[src/rtl/calc_pkg.sv]
// calc_pkg: key codes, ALU op and FSM state encodings for the keypad calculator
package calc_pkg;
  localparam logic [3:0] KEY_ADD = 4'd10, KEY_SUB = 4'd11, KEY_MUL = 4'd12, KEY_DIV = 4'd13;
  localparam logic [3:0] KEY_CLR = 4'd14, KEY_EQ = 4'd15;
  typedef enum logic [1:0] {OP_ADD, OP_SUB, OP_MUL, OP_DIV} alu_op_t;
  typedef enum logic [2:0] {S_ENTER_A, S_ENTER_B, S_WAIT, S_SHOW, S_ERR} state_t;
  // operator keys 10..13 land on 0..3 by adding 2 modulo 4
  function automatic alu_op_t key_to_op(input logic [3:0] k);
    return alu_op_t'(k[1:0] + 2'd2);
  endfunction
endpackage

[src/rtl/calc_if.sv]
// calc_if: start/done handshake between the sequencer (master) and the ALU (slave)
//   alu_start, alu_op, alu_a, alu_b   master -> slave; op/a/b held from start until done
//   alu_done, alu_err, alu_result     slave -> master; err/result qualified by done
interface calc_if
  import calc_pkg::*;
#(parameter int DATA_W = 32);
  logic alu_start, alu_done, alu_err;
  alu_op_t alu_op;
  logic [DATA_W-1:0] alu_a, alu_b, alu_result;
  modport master(output alu_start, alu_op, alu_a, alu_b, input alu_done, alu_err, alu_result);
  modport slave(input alu_start, alu_op, alu_a, alu_b, output alu_done, alu_err, alu_result);
endinterface

[src/rtl/calc_digit_acc.sv]
// calc_digit_acc: decimal accumulator for the operand currently being typed
//   clr    zero value and digit count (highest priority)
//   load   value <= val, count <= 1
//   dig    value <= value*10 + val while fewer than DIGITS digits entered
//   value, count, full (count reached DIGITS)
module calc_digit_acc #(
  parameter int DATA_W = 32,
  parameter int DIGITS = 2,
  localparam int CW = $clog2(DIGITS + 1)
) (
  input  logic              clk,
  input  logic              rst_n,
  input  logic              clr,
  input  logic              load,
  input  logic              dig,
  input  logic [3:0]        val,
  output logic [DATA_W-1:0] value,
  output logic [CW-1:0]     count,
  output logic              full
);
  assign full = count == CW'(DIGITS);
  always_ff @(posedge clk or negedge rst_n)
    if (!rst_n) begin
      value <= '0;
      count <= '0;
    end else if (clr) begin
      value <= '0;
      count <= '0;
    end else if (load) begin
      value <= DATA_W'(val);
      count <= CW'(1);
    end else if (dig && !full) begin
      value <= value * DATA_W'(10) + DATA_W'(val);
      count <= count + CW'(1);
    end
endmodule

[src/rtl/calc_sequencer.sv]
// calc_sequencer: keypad calculator controller building operands and sequencing the ALU
//   clk, rst_n            clock, asynchronous active-low reset
//   key_valid, key_code   one-cycle key strobe; 0-9 digit, 10-13 op, 14 CLEAR, 15 EQUALS
//   alu                   calc_if.master start/done handshake to the ALU
//   result, result_valid  last good result, high in SHOW
//   led1, led2, busy, err high in ENTER_A, ENTER_B, WAIT, ERR
//   CALC_TIMEOUT_EN       when defined, WAIT gives up after TIMEOUT_CYC cycles without done
module calc_sequencer
  import calc_pkg::*;
#(
  parameter int DATA_W      = 32,
  parameter int DIGITS      = 2,
  parameter int TIMEOUT_CYC = 1024
) (
  input  logic              clk,
  input  logic              rst_n,
  input  logic              key_valid,
  input  logic [3:0]        key_code,
  calc_if.master            alu,
  output logic [DATA_W-1:0] result,
  output logic              result_valid,
  output logic              led1,
  output logic              led2,
  output logic              busy,
  output logic              err
);
  localparam int CW = $clog2(DIGITS + 1);
  state_t state, state_nxt;
  alu_op_t op;
  logic [DATA_W-1:0] a_reg, acc_val;
  logic [CW-1:0] acc_cnt;
  logic acc_full, acc_clr, acc_load, acc_dig;
  logic a_from_acc, a_from_res, a_clr, op_ld, go, res_ld, abort_set;
  logic start, abort_pend, abort, tmo;
  logic is_dig, is_op, is_clr, is_eq;
  assign is_dig = key_valid && key_code < 4'd10;
  assign is_op  = key_valid && key_code >= KEY_ADD && key_code <= KEY_DIV;
  assign is_clr = key_valid && key_code == KEY_CLR;
  assign is_eq  = key_valid && key_code == KEY_EQ;
  // a CLEAR arriving together with alu_done still counts as an abort
  assign abort  = abort_pend || is_clr;
  calc_digit_acc #(.DATA_W(DATA_W), .DIGITS(DIGITS)) u_acc (
    .clk(clk), .rst_n(rst_n), .clr(acc_clr), .load(acc_load), .dig(acc_dig),
    .val(key_code), .value(acc_val), .count(acc_cnt), .full(acc_full)
  );
`ifdef CALC_TIMEOUT_EN
  localparam int TW = $clog2(TIMEOUT_CYC);
  logic [TW-1:0] tcnt;
  always_ff @(posedge clk or negedge rst_n)
    if (!rst_n) tcnt <= '0;
    else tcnt <= state == S_WAIT ? tcnt + TW'(1) : '0;
  assign tmo = state == S_WAIT && tcnt == TW'(TIMEOUT_CYC - 1);
`else
  assign tmo = 1'b0;
`endif
  always_comb begin
    state_nxt = state;
    acc_clr = 1'b0;
    acc_load = 1'b0;
    acc_dig = 1'b0;
    a_from_acc = 1'b0;
    a_from_res = 1'b0;
    a_clr = 1'b0;
    op_ld = 1'b0;
    go = 1'b0;
    res_ld = 1'b0;
    abort_set = 1'b0;
    case (state)
      S_ENTER_A: begin
        acc_dig = is_dig && !acc_full;
        if (is_op) begin
          a_from_acc = 1'b1;
          op_ld = 1'b1;
          acc_clr = 1'b1;
          state_nxt = S_ENTER_B;
        end
      end
      S_ENTER_B: begin
        acc_dig = is_dig && !acc_full;
        op_ld = is_op && acc_cnt == '0;
        if (is_eq) begin
          go = 1'b1;
          state_nxt = S_WAIT;
        end
      end
      S_WAIT:
        if (alu.alu_done || tmo) begin
          state_nxt = abort ? S_ENTER_A : (alu.alu_done && !alu.alu_err) ? S_SHOW : S_ERR;
          res_ld = alu.alu_done && !alu.alu_err && !abort;
          acc_clr = abort;
          a_clr = abort;
        end else abort_set = is_clr;
      S_SHOW: begin
        acc_load = is_dig;
        if (is_dig) state_nxt = S_ENTER_A;
        if (is_op) begin
          a_from_res = 1'b1;
          op_ld = 1'b1;
          acc_clr = 1'b1;
          state_nxt = S_ENTER_B;
        end
      end
      default: ;
    endcase
    if (is_clr && state != S_WAIT) begin
      acc_clr = 1'b1;
      a_clr = 1'b1;
      state_nxt = S_ENTER_A;
    end
  end
  always_ff @(posedge clk or negedge rst_n)
    if (!rst_n) begin
      state <= S_ENTER_A;
      op <= OP_ADD;
      a_reg <= '0;
      result <= '0;
      start <= 1'b0;
      abort_pend <= 1'b0;
    end else begin
      state <= state_nxt;
      start <= go;
      abort_pend <= !go && (abort_pend || abort_set);
      if (a_clr) a_reg <= '0;
      else if (a_from_acc) a_reg <= acc_val;
      else if (a_from_res) a_reg <= result;
      if (op_ld) op <= key_to_op(key_code);
      if (res_ld) result <= alu.alu_result;
    end
  assign alu.alu_start = start;
  assign alu.alu_op = op;
  assign alu.alu_a = a_reg;
  assign alu.alu_b = acc_val;
  assign result_valid = state == S_SHOW;
  assign led1 = state == S_ENTER_A;
  assign led2 = state == S_ENTER_B;
  assign busy = state == S_WAIT;
  assign err = state == S_ERR;
endmodule
[src/flat_wrapper.sv]
// flat-port wrapper written by rule: the top's interface ports become plain ports
module calc_sequencer_flat import calc_pkg::*;
#(
  parameter int DATA_W      = 32,
  parameter int DIGITS      = 2,
  parameter int TIMEOUT_CYC = 1024
)
  (clk, rst_n, key_valid, key_code, result, result_valid, led1, led2, busy, err, alu_alu_start, alu_alu_op, alu_alu_a, alu_alu_b, alu_alu_done, alu_alu_err, alu_alu_result);
  calc_if #(.DATA_W(DATA_W)) alu_i ();
  input  logic clk;
  input  logic rst_n;
  input  logic key_valid;
  input  logic [3:0] key_code;
  output logic [DATA_W-1:0] result;
  output logic result_valid;
  output logic led1;
  output logic led2;
  output logic busy;
  output logic err;
  output wire logic [$bits(alu_i.alu_start)-1:0] alu_alu_start;
  output wire logic [$bits(alu_i.alu_op)-1:0] alu_alu_op;
  output wire logic [$bits(alu_i.alu_a)-1:0] alu_alu_a;
  output wire logic [$bits(alu_i.alu_b)-1:0] alu_alu_b;
  input wire logic [$bits(alu_i.alu_done)-1:0] alu_alu_done;
  input wire logic [$bits(alu_i.alu_err)-1:0] alu_alu_err;
  input wire logic [$bits(alu_i.alu_result)-1:0] alu_alu_result;
  assign alu_alu_start = alu_i.alu_start;
  assign alu_alu_op = alu_i.alu_op;
  assign alu_alu_a = alu_i.alu_a;
  assign alu_alu_b = alu_i.alu_b;
  assign alu_i.alu_done = alu_alu_done;
  assign alu_i.alu_err = alu_alu_err;
  assign alu_i.alu_result = alu_alu_result;
  calc_sequencer #(.DATA_W(DATA_W), .DIGITS(DIGITS), .TIMEOUT_CYC(TIMEOUT_CYC)) u_core (.clk(clk), .rst_n(rst_n), .key_valid(key_valid), .key_code(key_code), .alu(alu_i), .result(result), .result_valid(result_valid), .led1(led1), .led2(led2), .busy(busy), .err(err));
endmodule
[config.mk]
export PLATFORM = sky130hd
export DESIGN_NAME = calc_sequencer_flat
export DESIGN_NICKNAME = d
export VERILOG_FILES = /design/src/rtl/calc_pkg.sv /design/src/rtl/calc_if.sv /design/src/rtl/calc_digit_acc.sv /design/src/rtl/calc_sequencer.sv /design/src/flat_wrapper.sv
export SDC_FILE = /design/constraint.sdc
export NUM_CORES = 1
export LEC_CHECK = 0
export ABC_CLOCK_PERIOD_IN_PS = 4250
export CORE_ASPECT_RATIO = 1.25
export CORE_MARGIN = 3
export CORE_UTILIZATION = 35
export DETAILED_ROUTE_END_ITERATION = 8
export GPL_TIMING_DRIVEN = 0
export MAX_ROUTING_LAYER = met4
export PLACE_DENSITY = 0.6
export SYNTH_ARGS = -nofsm -noshare
export SYNTH_HDL_FRONTEND = slang
export SYNTH_SLANG_ARGS = --single-unit
[constraint.sdc]
create_clock -name clk -period 4.25 [get_ports clk]
set_input_delay 0.85 -clock clk [delete_from_list [all_inputs] [get_ports clk]]
set_output_delay 0.85 -clock clk [all_outputs]
set_load 0.01 [all_outputs]
* Yosys cells after proc, flatten, opt, wreduce, memory -nomap -nowiden
Cells that the tools add are included. W data, S select, Z words.
Cells by class: add/subtract/negate cells 3, multipliers 1, order comparisons 3, eq/ne operators 12, mux-type cells 35, reductions and logical operators 26
Operators with widths (count):
- $mux W32 | 6
- $add A32 B4 Y32 | 1
- $mul A32 B3 Y31 const B | 1
- $mux W3 | 8
- $mux W1 | 15
- $logic_and A1 B1 Y1 | 12
- $pmux W3 S4 | 1
- $ne A3 B1 Y1 const B | 3
- $eq A4 B4 Y1 const B | 2
- $eq A3 B2 Y1 const B | 2
- $mux W2 | 3
- $reduce_bool A3 Y1 | 2
- $reduce_and A5 Y1 | 1
- $reduce_bool A5 Y1 | 1
- $ge A4 B4 Y1 const B | 1
- $le A4 B4 Y1 const B | 1
- $logic_not A1 Y1 | 4
- $lt A4 B4 Y1 const B | 1
- $ne A4 B1 Y1 const B | 1
- $pmux W1 S2 | 2
- $reduce_or A2 Y1 | 2
- $eq A3 B1 Y1 const B | 1
- $eq A3 B3 Y1 const B | 1
- $logic_not A3 Y1 | 1
- other kinds (6) | 7
Storage, ports and cells: register bits 105, input bits 41, output and inout port bits 104, word-level logic and storage cells 88

* Depth between registers and ports, before layout
Gate-level depths: netlist (run 1).
depth in word-level cells 8, mapped depth 14, depth with buffers taken out 13

* Cells and area by module
From an unflattened synthesis (run 1), not the netlist that was laid out.
Second synthesis, totals: cells, all modules 739, area, all modules 7518.5 µm²
By module, submodules not included:
- calc_digit_acc | times used 1, cells an instance 499, area each 4141.5 µm², seq. area each 850.8 µm²
- calc_sequencer | times used 1, cells an instance 240, area each 3377.0 µm², seq. area each 1776.7 µm²

* Worst setup path before layout (run 1)
Ideal clock, no wire load.
path kind register to register, from reg u_core.u_acc.value[1], to reg u_core.u_acc.value[27], library setup time 130 ps, data arrival time 3669 ps, data required time 4120 ps, setup slack 451 ps, cell stages (with the launch flop) 15, buffers on the path 1, clock period less this slack 3799 ps, cell sequence dfrtp_1 > ha_1 > ha_1 > fa_1 > a21o_1 > a221o_1 > a21oi_4 > nand2_2 > xor2_1 > nand4_4 > or3_1 > buf_6 > nor4b_4 > xnor2_1 > o21ai_1
On the way: cells in the longest elaborated chain, start to end 5
RTL lines:
- from (decl) | RTL line calc_digit_acc.sv:17 | output logic [DATA_W-1:0] value,
- from (signal assigned) | RTL line calc_digit_acc.sv:30 | value <= DATA_W'(val);
- from (signal assigned) | RTL line calc_digit_acc.sv:33 | value <= value * DATA_W'(10) + DATA_W'(val);
- $mul A32 B3 Y31 | RTL line calc_digit_acc.sv:33
- $add A32 B4 Y32 | RTL line calc_digit_acc.sv:33
- $mux W32 | RTL line calc_digit_acc.sv:32 | end else if (dig && !full) begin
- $mux W32 | RTL line calc_digit_acc.sv:29 | end else if (load) begin
- $mux W32 | RTL line calc_digit_acc.sv:26 | end else if (clr) begin
No other way between the ends. The select of a mux whose other input is x is not followed. A chain may end at the register's enable or synchronous reset.

* Final worst setup path (run 1)
from reg u_core.u_acc.value[1], to reg u_core.u_acc.value[31]
Same word-level chain as after synthesis.

==> metrics.csv, run 1 <==
stage;metric;value;unit
floorplanning;die extent in x;133.2;um
floorplanning;initial cell density of the core;35.96;%
synthesis;Synth Instances;738;
cells_and_area;area grow syn2layout;30.37;%
timing;Final Slew Violations;0;
cts;Worst-Skew Late Latency;350;ps
cts;CTS sink count;105;
worst_setup_path;CP cell instances;ha_1 > ha_1 > fa_1 > a21o_1 > a221o_1 > a21oi_4 > nand2_2 > a21boi_1 > xor2_2 > or3_1 > buf_6 > nor4_2 > xnor2_1 > o21ai_1;
worst_setup_path;Worst path most repeated cell;ha_1;
timing;Final Hold Violating Endpoints;0;
detailed_routing;WL per Instance;16.78;um
synthesis;largest area contributor in the netlist;dfrtp_1;
worst_setup_path;Startpoint Class;flop;
worst_setup_path;critical path fanouts, max;8;
floorplanning;core area;19680;um^2
worst_setup_path;CP Data Required Time;4470;ps
job;Max-Cap Viols;0;
cts;H-Tree Depth;3;
worst_setup_path;critical path arrival;4260;ps
global_routing;number of global-route vias before repair;5870;
pwr;switching share of power;43.40;%
detailed_routing;DR iter-0 viols;342;
worst_hold_path;type of the most critical hold path;input pin to asynchronous set/reset pin;
pwr;Pint;3.710;mW
global_routing;first-pass GRT wire length;31450;um
timing;Setup violations, final;0;
pwr;Pleak;3.991;nW
synthesis;Syn Area/Cell;9.591;um^2
cts;clock root buffer;clkbuf_16;
placement;GPL Wtd Cong;0.8696;
floorplanning;DIE AREA;21980;um^2
pwr;Psw;2.845;mW
timing;Tmin final;4032;ps
timing;Rel. slew slack;30.58;%
synthesis;top cell type's share of synthesized area;37.12;%
worst_setup_path;CP delay by family, top;compound AO/OA/AOI/OAI gates;
timing;fmax;248.0;MHz
worst_setup_path;critical path class;flop to flop;
detailed_routing;via count;5980;
detailed_routing;DR DRC count;0;
cells_and_area;share of layout cells above drive strength 1;11.33;%
placement;Detailed Place HPWL;15410;um
cts;CTS Buf Count;9;
timing;worst hold slack;475.7;ps
pwr;Pwr per Cell Area;710.4;nW/um^2
synthesis;top_reg_cell synth;dfrtp_1;
synthesis;fraction of registers with async set/reset;100.0;%
pwr;Pwr Total;6.555;mW
cts;clock tree buffer depth;2;
placement;Area after DPL;8876;um^2
synthesis;EDFF count, synth;0;
pwr;Peak VDD IR;0.2663;mV
worst_setup_path;Worst Path Buf+Inv;1;
global_routing;antenna violations before repair;0;
synthesis;cell area after synthesis;7078;um^2
synthesis;post-synthesis sequential area ratio;37.12;%
timing;fin crit share;94.87;%
cells_and_area;n_diodes;0;
worst_setup_path;Max stage delay on crit path;470;ps
pwr;part of the power in combinational logic;60.3;%
floorplanning;Placement Rows;57;
detailed_routing;Final ANT Viol Nets;0;
synthesis;Mapped Nets;841;
synthesis;#FFs+latches synth;105;
run_status;status;completed;
timing;skew final;6.598;ps
floorplanning;top-level I/O count;145;
global_routing;global route total overflow;0;
global_routing;gr usage total;18.26;%
detailed_routing;wirelength, routed;19550;um
synthesis;YS warnings;0;
timing;worst-margin pin slew;1032;ps
cts;CTS tree;done;
placement;number of buffers added on ports;144;
detailed_routing;mean number of vias per cell;5.133;
cells_and_area;fin nets;998;
pwr;Sequential Power Share;27.5;%
global_routing;largest net degree at the start of global routing;68;
floorplanning;Die Y;165.0;um
synthesis;Cell variety after synth;82;
detailed_routing;Pre-Repair DR Iteration Count;4;
cts;Clock Pin Slew Worst Setup and Hold Paths;70;ps
synthesis;dominant cells by area after synthesis;dfrtp_1 (37%), ha_1 (11%), o21ai_0 (5.4%);
worst_setup_path;crit path capture type;flop;
cells_and_area;Final Instance Area;9228;um^2
pwr;Clock power frac;12.3;%
worst_setup_path;slowest CP cell;dfrtp_2;
==> worst paths after layout <==
kind | start | endpoint | slack (ps) | depth (start not counted)
max | u_core.u_acc.value[1] | u_core.u_acc.value[31] | 220 | 14
min | rst_n | u_core.alu.alu_a[30] | 480 | 1
max reg2reg | u_core.u_acc.value[1] | u_core.u_acc.value[31] | 220 | 14
min reg2reg | u_core.alu.alu_a[24] | u_core.alu.alu_a[24] | 480 | 2
max in group asynchronous | rst_n | u_core.u_acc.value[1] | 3050 | 2
min in group clk | u_core.alu.alu_a[24] | u_core.alu.alu_a[24] | 480 | 2
==> sequential cells by signal, indices dropped and copies added, names as in the netlist <==
signal                cells
u_core.u_acc.value       32
u_core.alu.alu_start      1
u_core.u_acc.count        2
u_core.alu.alu_op         2
u_core.state              3
u_core.alu.alu_a         32
u_core.abort_pend         1
u_core.result            32
==> layout make-up <==
| cell class | count | area, um^2 |
|---|---|---|
| clock buffers | 11 | 242.7 |
| multi-input cells | 580 | 4262 |
| repair buffers | 147 | 1481 |
| plain buffers | 34 | 173.9 |
| inverters | 18 | 67.56 |
| well taps | 265 | 331.6 |
| fillers | 1959 | 10460 |
| flip-flops and latches | 105 | 2629 |
| clock inverters | 5 | 40.04 |
==> worst reg2reg max path, cell delays in order (launching register included) <==
cell	delay [ps]
dfrtp_2	470
ha_1	310
ha_1	240
fa_1	410
a21o_1	230
a221o_1	400
a21oi_4	250
nand2_2	130
a21boi_1	240
xor2_2	160
or3_1	390
buf_6	150
nor4_2	280
xnor2_1	170
o21ai_1	70
==> kinds of logic after synthesis <==
group,count (synthesis),synth area share (%)
AOI/OAI and AO/OA,180,16.33
DFF,105,37.12
buffers and inverters,53,3.465
muxes,65,9.776
adders and majority gates,62,11.17
xor gates and xnor gates,51,6.311
and+or+nand+nor,222,15.82
==> layer usage <==
metal  GRT usage, %  wire length [um]  share of wire [%]
met1          23.43              9021                 46
met2          31.28              9654                 49
met3          2.194               683                3.5
met4          3.976               189               0.97
met5              -                 0                  0
==> cell usage in the layout (no fill, tap or decap), drive strengths merged, types with 4 or more instances in the layout <==
cell type and instances:
mux2i 32, o21ai 83, xor2 20, nand2 99, ha 60, a21o 12, and3 8, nor2 35
buf 13, o21a 5, mux2 33, nor3 23, nand3 6, nor4 6, dfrtp 105, nand4 11
and2 12, a21oi 30, clkdlybuf4s50 143, clkbuf 35, a221o 4, xnor2 31, a211oi 5, inv 19
==> cells in the mapped netlist (6+ instances only) <==
master    number
nor2_1        35
mux2_2        33
nand3_1        6
nand2_1       98
o21ai_0       77
dfrtp_1      105
mux2i_1       32
nand4_1       10
xor2_1        20
nor3_1        21
a21oi_1       28
a21o_1        10
ha_1          60
and2_1         9
clkbuf_1      23
xnor2_1       31
inv_1         18
==> power by group through the flow <==
stage / Sequential [mW] / Clock [mW] / Combinational, mW
after floorplan: 1.84 / 0 / 2.37
final: 1.80 / 0.803 / 3.95
after global routing: 1.86 / 0.865 / 4.39
after detailed placement: 1.82 / 0 / 3.89
after CTS: 1.81 / 0.822 / 3.91
after global placement: 1.82 / 0 / 3.85
==> stage by stage <==
| stage | instances | utilization [%] | setup WS (ps) | setup TNS, ps |
|---|---|---|---|---|
| after CTS | 1164 | 46.57 | 2.218 | 0 |
| after detailed placement | 1148 | 45.09 | -371.0 | -1905 |
| after global placement | 1147 | 44.97 | -1838 | -192680 |
| after floorplan | 738 | - | 450.8 | 0 |
| after global routing | 1165 | 46.88 | -1.450 | -1.450 |
| final | 1165 | 46.88 | 217.8 | 0 |
==> repair_timing <==
action                                  in CTS  in global routing
endpoints found under the setup margin       2                 10
pin swaps                                    0                  1
hold buffers                                 0                  0
cloned                                       0                  0
buffers inserted                             0                  2
gates resized for setup                      1                  9
Note: power is estimated with default switching activity, not from simulation.
==> run 2: changes to the inputs <==
--- a/config.mk
+++ b/config.mk
@@ -6,13 +6,15 @@
 export NUM_CORES = 1
 export LEC_CHECK = 0
 export ABC_CLOCK_PERIOD_IN_PS = 4250
+export CELL_PAD_IN_SITES_DETAIL_PLACEMENT = 1
+export CELL_PAD_IN_SITES_GLOBAL_PLACEMENT = 2
 export CORE_ASPECT_RATIO = 1.25
 export CORE_MARGIN = 3
-export CORE_UTILIZATION = 35
+export CORE_UTILIZATION = 32
 export DETAILED_ROUTE_END_ITERATION = 8
 export GPL_TIMING_DRIVEN = 0
 export MAX_ROUTING_LAYER = met4
-export PLACE_DENSITY = 0.6
+export PLACE_DENSITY = 0.83
 export SYNTH_ARGS = -nofsm -noshare
 export SYNTH_HDL_FRONTEND = slang
 export SYNTH_SLANG_ARGS = --single-unit
==> run 2 against run 1 <==
Against the previous run: cell area increased by 1.2%; critical path depth did not move; largest cell class unchanged; routed wire length up 13%; worst hold slack better by 4.6 ps; sequential share of layout area fell by 0.33 points; die area rose by 9.0%; critical endpoint is now u_core.u_acc.value[30].
==> metrics.csv, run 2 (synthesis results as in run 1) <==
stage;metric;value;unit;change
cts;H-Tree Depth;3;;unchanged
detailed_routing;via count;6104;;was 5980
cells_and_area;n_diodes;0;;unchanged
global_routing;gr usage total;19.00;%;was 18.26%
detailed_routing;DR DRC count;0;;unchanged
floorplanning;top-level I/O count;145;;unchanged
cts;Worst-Skew Late Latency;350;ps;about the same
worst_setup_path;RR Startpoint;u_core.u_acc.value[1];;unchanged
cells_and_area;FILL cells;2480;;was 1959
cells_and_area;share of layout cells above drive strength 1;12.38;%;was 11.33%
timing;Final Slew Violations;0;;unchanged
pwr;Peak VDD IR;0.3821;mV;was 0.2663 mV
timing;Tmin final;4009;ps;was 4032 ps
cells_and_area;area grow syn2layout;31.96;%;was 30.37%
cells_and_area;most frequent cells in the layout;clkdlybuf4s50_1 (143), dfrtp_1 (103), nand2_1 (98);;was clkdlybuf4s50_1 (143), dfrtp_1 (104), nand2_1 (98)
worst_setup_path;R2R cell count;14;;unchanged
worst_setup_path;Startpoint Class;flop;;unchanged
worst_setup_path;r2r setup slk;240;ps;was 220 ps
job;Max-Cap Viols;0;;unchanged
cells_and_area;FF/Latch Area;2630;um^2;was 2629 um^2
floorplanning;DIE AREA;23950;um^2;was 21980 um^2
cts;clock tree buffer depth;2;;unchanged
cts;CTS Buf Count;9;;unchanged
global_routing;number of global-route vias before repair;6414;;was 5870
worst_hold_path;type of the most critical hold path;flop to flop;;was input pin to asynchronous set/reset pin
pwr;Pleak;4.021;nW;was 3.991 nW
worst_setup_path;critical path arrival;4230;ps;was 4260 ps
cells_and_area;Multi-input gate area;4288;um^2;was 4262 um^2
run_status;status;completed;;unchanged
cells_and_area;commonest non-fill, non-tap cell in the layout;clkdlybuf4s50_1;;unchanged
floorplanning;Placement Rows;60;;was 57
placement;Detailed Place HPWL;17620;um;was 15410 um
timing;Rel. slew slack;29.59;%;was 30.58%
worst_setup_path;Worst path most repeated cell;ha_1;;unchanged
worst_setup_path;CP cell instances;ha_1 > ha_1 > fa_1 > a21o_1 > a221o_1 > a21oi_4 > o32ai_1 > nor3_2 > nand4_1 > or3_1 > buf_6 > nor4_2 > xnor2_1 > o21ai_1;;was ha_1 > ha_1 > fa_1 > a21o_1 > a221o_1 > a21oi_4 > nand2_2 > a21boi_1 > xor2_2 > or3_1 > buf_6 > nor4_2 > xnor2_1 > o21ai_1
worst_setup_path;critical path fanouts, max;8;;unchanged
cts;cts hold-fix bufs;0;;unchanged
worst_setup_path;slowest CP cell;dfrtp_2;;unchanged
floorplanning;die extent in x;139.0;um;was 133.2 um
detailed_routing;mean number of vias per cell;5.155;;was 5.133
cts;clock root buffer;clkbuf_16;;unchanged
worst_setup_path;Max stage delay on crit path;450;ps;was 470 ps
timing;fmax;249.4;MHz;was 248.0 MHz
pwr;Pwr per Cell Area;730.3;nW/um^2;was 710.4 nW/um^2
placement;GPL Wtd Cong;0.8256;;was 0.8696
worst_setup_path;critical path class;flop to flop;;unchanged
worst_hold_path;Worst Hold End;u_core.alu.alu_a[8];;
placement;Area after DPL;8894;um^2;was 8876 um^2
cells_and_area;Layout Utilization;43.20;%;was 46.88%
detailed_routing;Final ANT Viol Nets;0;;unchanged
cts;CTS tree;done;;unchanged
cts;CTS sink count;105;;unchanged
floorplanning;core area;21620;um^2;was 19680 um^2
worst_hold_path;WHS Path Cells;2;;
placement;number of buffers added on ports;144;;unchanged
cts;Clock Pin Slew Worst Setup and Hold Paths;80;ps;was 70 ps
worst_hold_path;hold_sp;u_core.alu.alu_a[8];;
detailed_routing;WL per Instance;18.64;um;was 16.78 um
timing;skew final;12.22;ps;was 6.598 ps
timing;Setup violations, final;0;;unchanged
timing;worst-margin pin slew;1047;ps;was 1032 ps
detailed_routing;Pre-Repair DR Iteration Count;4;;unchanged
cells_and_area;Final Instance Area;9340;um^2;was 9228 um^2
worst_setup_path;reg2reg end;u_core.u_acc.value[30];;was u_core.u_acc.value[31]
timing;post-layout worst setup margin;241.0;ps;was 217.8 ps
worst_setup_path;CP Data Required Time;4470;ps;about the same
cells_and_area;fin nets;1003;;was 998
floorplanning;initial cell density of the core;32.74;%;was 35.96%
global_routing;largest net degree at the start of global routing;62;;was 68
global_routing;global route total overflow;0;;unchanged
global_routing;antenna violations before repair;0;;unchanged
placement;Placed Cells;1162;;was 1148
detailed_routing;wirelength, routed;22070;um;was 19550 um
floorplanning;Die Y;172.3;um;was 165.0 um
cells_and_area;Layout Cells excl Fill;1184;;was 1165
detailed_routing;DR iter-0 viols;230;;was 342
timing;fin crit share;94.33;%;was 94.87%
worst_setup_path;crit path capture type;flop;;unchanged
global_routing;first-pass GRT wire length;35760;um;was 31450 um
timing;Final Hold Violating Endpoints;0;;unchanged
placement;pre-CTS setup slack;-318.1;ps;was -371.0 ps
run 2: routing by layer:
layer | share of wire, % | global-route usage [%] | vias to the layer above | wire length, um
li1 | - | - | 2992 | -
met4 | 0.90 | 4.170 | 0 | 199
met1 | 45 | 23.91 | 3016 | 9990
met5 | 0 | - | - | 0
met3 | 1.8 | 1.715 | 11 | 396
met2 | 52 | 33.54 | 85 | 11480
run 2: how the worst max path moves through the flow:
stage	startpoint	endpoint	depth (start not counted)
after floorplan	u_core.u_acc.value[1]	u_core.u_acc.value[27]	14
after global placement	rst_n	u_core.result[10]	1
after detailed placement	key_code[1]	u_core.u_acc.value[29]	14
after CTS	key_code[1]	u_core.u_acc.value[29]	14
after global routing	u_core.u_acc.value[1]	u_core.u_acc.value[26]	13
final	u_core.u_acc.value[1]	u_core.u_acc.value[30]	14
run 2: power by group:
| part | total [mW] | internal [mW] | leakage, nW | switching (mW) |
|---|---|---|---|---|
| combinational | 4.12 | 1.97 | 2.51 | 2.15 |
| sequential | 1.82 | 1.38 | 1.37 | 0.448 |
| clock | 0.880 | 0.481 | 0.147 | 0.399 |
| total | 6.82 | 3.82 | 4.02 | 3.00 |
run 2: area by class of cell:
| cell class | count | area share, % |
|---|---|---|
| well taps | 279 | 3.737 |
| plain buffers | 34 | 1.862 |
| clock inverters | 6 | 0.7904 |
| inverters | 18 | 0.7234 |
| multi-input cells | 580 | 45.91 |
| clock buffers | 10 | 2.559 |
| flip-flops and latches | 105 | 28.16 |
| repair buffers | 152 | 16.26 |
run 2: critical path, delay by kind of cell (launching register included):
kind / cells / cell delay [ps]
compound gates: 5 / 1150
xor+xnor: 1 / 160
flops: 1 / 450
buf+inv: 1 / 160
fa+ha+maj: 3 / 960
simple gates: 4 / 1010
run 2: what timing repair did:
action	4_1_cts	5_1_grt
pin swaps	0	4
buffers inserted	0	7
setup endpoints to repair	4	9
gates resized for setup	2	15
run 2: stage by stage:
step | TNS, ps | power, mW | hold slack [ps]
6_report | 0 | 6.821 | 480.3
5_1_grt | -10.91 | 7.406 | 501.4
4_1_cts | 0 | 6.776 | 486.7
3_5_place_dp | -1662 | 5.856 | 469.5
3_3_place_gp | -199320 | 5.750 | 460.6
2_1_floorplan | 0 | 4.204 | 491.7
